--- config.mk ---
export PLATFORM = sky130hd
export DESIGN_NAME = dwell_timer
export DESIGN_NICKNAME = d
export VERILOG_FILES = /design/src/rtl/dwell_timer.sv
export SDC_FILE = /design/constraint.sdc
export NUM_CORES = 1
export LEC_CHECK = 0
export BUFFER_PORTS_ARGS = -buffer_cell sky130_fd_sc_hd__buf_2
export CORE_MARGIN = 2
export CORE_UTILIZATION = 45
export DETAILED_ROUTE_END_ITERATION = 16
export PLACE_DENSITY = 0.72
export RECOVER_POWER = 100
export SLEW_MARGIN = 20
export SYNTH_ARGS = -nofsm -noshare
export SYNTH_HDL_FRONTEND = slang
export SYNTH_SLANG_ARGS = --single-unit
export TNS_END_PERCENT = 50
--- constraint.sdc ---
create_clock -name clk -period 2.2 [get_ports clk]
set_clock_uncertainty 0.05 [all_clocks]
set_input_delay 0.22 -clock clk [delete_from_list [all_inputs] [get_ports clk]]
set_output_delay 0.22 -clock clk [all_outputs]
set_load 0.01 [all_outputs]
--- src/rtl/dwell_timer.sv ---
// Loadable down-counting dwell timer driven by prescaler ticks.
// Supports start/extend, hold, cancel and a single-cycle expiry pulse.
module dwell_timer #(
    parameter int WIDTH        = 8,
    parameter int DEFAULT_LOAD = 10
) (
    input  logic             clk,
    input  logic             rst,
    input  logic             tick_en,
    input  logic             start,
    input  logic [WIDTH-1:0] load_val,
    input  logic             hold,
    input  logic             cancel,
    output logic [WIDTH-1:0] remaining,
    output logic             busy,
    output logic             expired,
    output logic [1:0]       state
);

    typedef enum logic [1:0] {
        IDLE   = 2'd0,
        RUN    = 2'd1,
        DONE   = 2'd2,
        UNUSED = 2'd3
    } state_e;

    localparam logic [WIDTH-1:0] DefaultLoad = WIDTH'(DEFAULT_LOAD);
    localparam logic [WIDTH-1:0] One         = WIDTH'(1);

    state_e           state_q, state_d;
    logic [WIDTH-1:0] rem_q, rem_d;
    logic [WIDTH-1:0] eff_load;

    assign eff_load = (load_val == '0) ? DefaultLoad : load_val;

    always_ff @(posedge clk or negedge rst) begin
        if (!rst) begin
            state_q <= IDLE;
            rem_q   <= '0;
        end else begin
            state_q <= state_d;
            rem_q   <= rem_d;
        end
    end

    // Priority is cancel > start > tick; hold only gates the tick.
    always_comb begin
        state_d = state_q;
        rem_d   = rem_q;
        case (state_q)
            IDLE: begin
                if (!cancel && start) begin
                    state_d = RUN;
                    rem_d   = eff_load;
                end
            end
            RUN: begin
                if (cancel) begin
                    state_d = IDLE;
                    rem_d   = '0;
                end else if (start) begin
                    rem_d = eff_load;
                end else if (tick_en && !hold) begin
                    if (rem_q > One) begin
                        rem_d = rem_q - One;
                    end else begin
                        state_d = DONE;
                        rem_d   = '0;
                    end
                end
            end
            DONE: begin
                if (!cancel && start) begin
                    state_d = RUN;
                    rem_d   = eff_load;
                end else begin
                    state_d = IDLE;
                    rem_d   = '0;
                end
            end
            default: begin
                state_d = IDLE;
                rem_d   = '0;
            end
        endcase
    end

    assign remaining = rem_q;
    assign busy      = (state_q == RUN);
    assign expired   = (state_q == DONE);
    assign state     = state_q;

endmodule
==> flow_summary.toml <==
[detailed_routing]
firstDrtPassIters = 4
wire_per_inst_um = 16.3
drtAntennaViolNets = 0
drc = 0
num_vias = 858
drt-vias-per-instance = 6.36
wl_um = 2200
drt_iter0_drc = 39

[synth]
synthTopCellsByArea = "dfrtp_1 (33%), o22ai_1 (4.9%), a22oi_1 (3.9%)"
synth_seq_cells = 10
synthArstFlopShare = 1.00
yosys.area.top_type = "dfrtp_1"
synthDistinctLibCells = 39
synth_top_area_share = 0.325
synth_edf_count = 0
syn_inst = 87
synth_nets = 103
avgSynthCellArea_um2 = 8.84
ys_warn_count = 0
syn-cell-area_um2 = 769
synthFlopType = "dfrtp_1"
synth-seq-area-share = 0.325

[sta]
rsz0062_at_grt = "no"
slew_headroom = 0.614
hold_viol = 0
fin_crit_sh = 0.946
worstMarginPinSlew_ps = 578
clock.fmax_mhz = 481
finalSetupTns_ps = 0
finalSetupViolCount = 0
worst_slack_ps = 119
report.final.slew_viol_count = 0
post-route-min-period_ps = 2080

[critical_path]
cp.required_ps = 2300
critPathArrivalTime_ps = 2180
startpoint_type = "flop"
crit_type = "reg2reg"
critPathMaxFanout = 7
cp-end-kind = "flop"

[placement]
gp_congestion = 0.904
dp_hpwl_um = 1670
dp_slack_ps = 152
numPlacedInstances = 131
port-buffer-count = 25

[cts]
cts_buffers = 3
post_cts_resized = 0
cts.sinks = 10
worstSkewPairLatency_ps = 260
cts-htree-levels = 1
cts_root_buf = "clkbuf_4"
clk_pin_slew_ps = 70
clock_path_buffers = 2
cts_tree = "done"

[finish]
n_antenna_cell = 0
layout.nets = 137
final_cells = 135
drive_above_1_share = 0.227
final_cell_mix = "buf_2 (13), clkbuf_1 (13), dfrtp_1 (10)"
syn_to_final_growth_pct = 24.1
seq_area_um2 = 250
multi_input_area_um2 = 485
nFillCells = 154

[grt]
grt_pass1_wl_um = 3540
grt_max_degree = 11
grt_pass1_vias = 740
grt_use_total = 0.241
antenna_found_initial = 0
grt-ovfl-total = 0

[pwr]
p_total_mw = 0.627
powerDensity_mw_per_mm2 = 657
ir_drop_v = 0.000414
power_leakage_nw = 0.416

[floorplanning]
pin_count = 26
fp.coreArea_mm2 = 0.00156
chipWidth_um = 45.4
initial_core_util = 0.494
dieArea_mm2 = 0.00206
die_h_um = 45.4
num_rows = 14

[flow_run]
maxCapViolCount = 0

[hold_path]
min_path_type = "in2reg"

[status]
outcome = "finished, final reports clean"
synth_stat cells, drive strengths merged (2+ instances only):
library cell  count
nor2              7
nor3              3
a32oi             2
a21oi             3
or2               2
a2bb2oi           2
o22ai             6
dfrtp            10
nor4              3
o21ai             5
nand2             3
a22oi             4
nor2b             4
o41ai             2
nand3             2
ha                2
inv               8
layout make-up:
cell class,count,share of cell area
clock buffers,3,0.0236
multi-input cells,68,0.509
well taps,16,0.0210
repair buffers,30,0.153
flip-flops and latches,10,0.262
inverters,8,0.0315
critical path, stage by stage, from the launching register on:
cell     delay (ps)
dfrtp_1         450
inv_1           110
ha_1            270
nor2_1          130
o41a_4          480
a32o_1          260
a22o_1          220
through the flow:
step	hold WS, ps	utilization	instance area [µm²]
2_1_floorplan	-126	-	769
3_3_place_gp	45.5	0.604	941
3_5_place_dp	48.0	0.604	941
4_1_cts	126	0.624	973
5_1_grt	135	0.612	955
6_report	128	0.612	955
repair_timing:
item                                    in CTS  in global routing
endpoints found under the setup margin       0                  0
hold endpoints to repair                    10                  0
hold buffers                                 1                  0
setup buffers                                0                  0
state kept, by name, indices dropped and copies added, names as in the netlist:
name       count
state          2
remaining      8
power by group:
group / internal, mW / total (mW) / switching, mW / leakage, nW
Sequential: 0.211 / 0.255 / 0.0439 / 0.125
Clock: 0.0632 / 0.127 / 0.0636 / 0.0138
Combinational: 0.103 / 0.246 / 0.143 / 0.277
Total: 0.377 / 0.627 / 0.250 / 0.416
logic make-up (layout without fill, tap and decap cells):
kind of cell,Yosys count,after routing,share of synthesized area
AOI/OAI and AO/OA,35,35,0.355
adders and majority gates,2,2,0.0325
buffers and inverters,9,41,0.0439
DFF,10,10,0.325
muxes,1,1,0.0146
and+or+nand+nor,30,30,0.229
worst paths after layout:
| check | cells past startpoint | startpoint | end | slack, ps |
|---|---|---|---|---|
| worst max-delay path | 6 | remaining[0]$_DFFE_PN0P_ | remaining[5]$_DFFE_PN0P_ | 120 |
| worst min-delay path | 2 | cancel | state[0]$_DFFE_PN0P_ | 130 |
| worst max register to register | 6 | remaining[0]$_DFFE_PN0P_ | remaining[5]$_DFFE_PN0P_ | 120 |
| worst min register to register | 2 | remaining[6]$_DFFE_PN0P_ | remaining[6]$_DFFE_PN0P_ | 530 |
| max in group asynchronous | 2 | rst | remaining[4]$_DFFE_PN0P_ | 1310 |
| min in group asynchronous | 2 | rst | remaining[2]$_DFFE_PN0P_ | 410 |
routing by layer:
layer | track usage | routed length, µm | vias up
met5 | 0 | 0 | -
met4 | 0.0647 | 23 | 0
met3 | 0.0360 | 146 | 4
met2 | 0.371 | 1030 | 37
li1 | - | - | 412
met1 | 0.349 | 1000 | 405
Power figures use the tool's default switching activity.
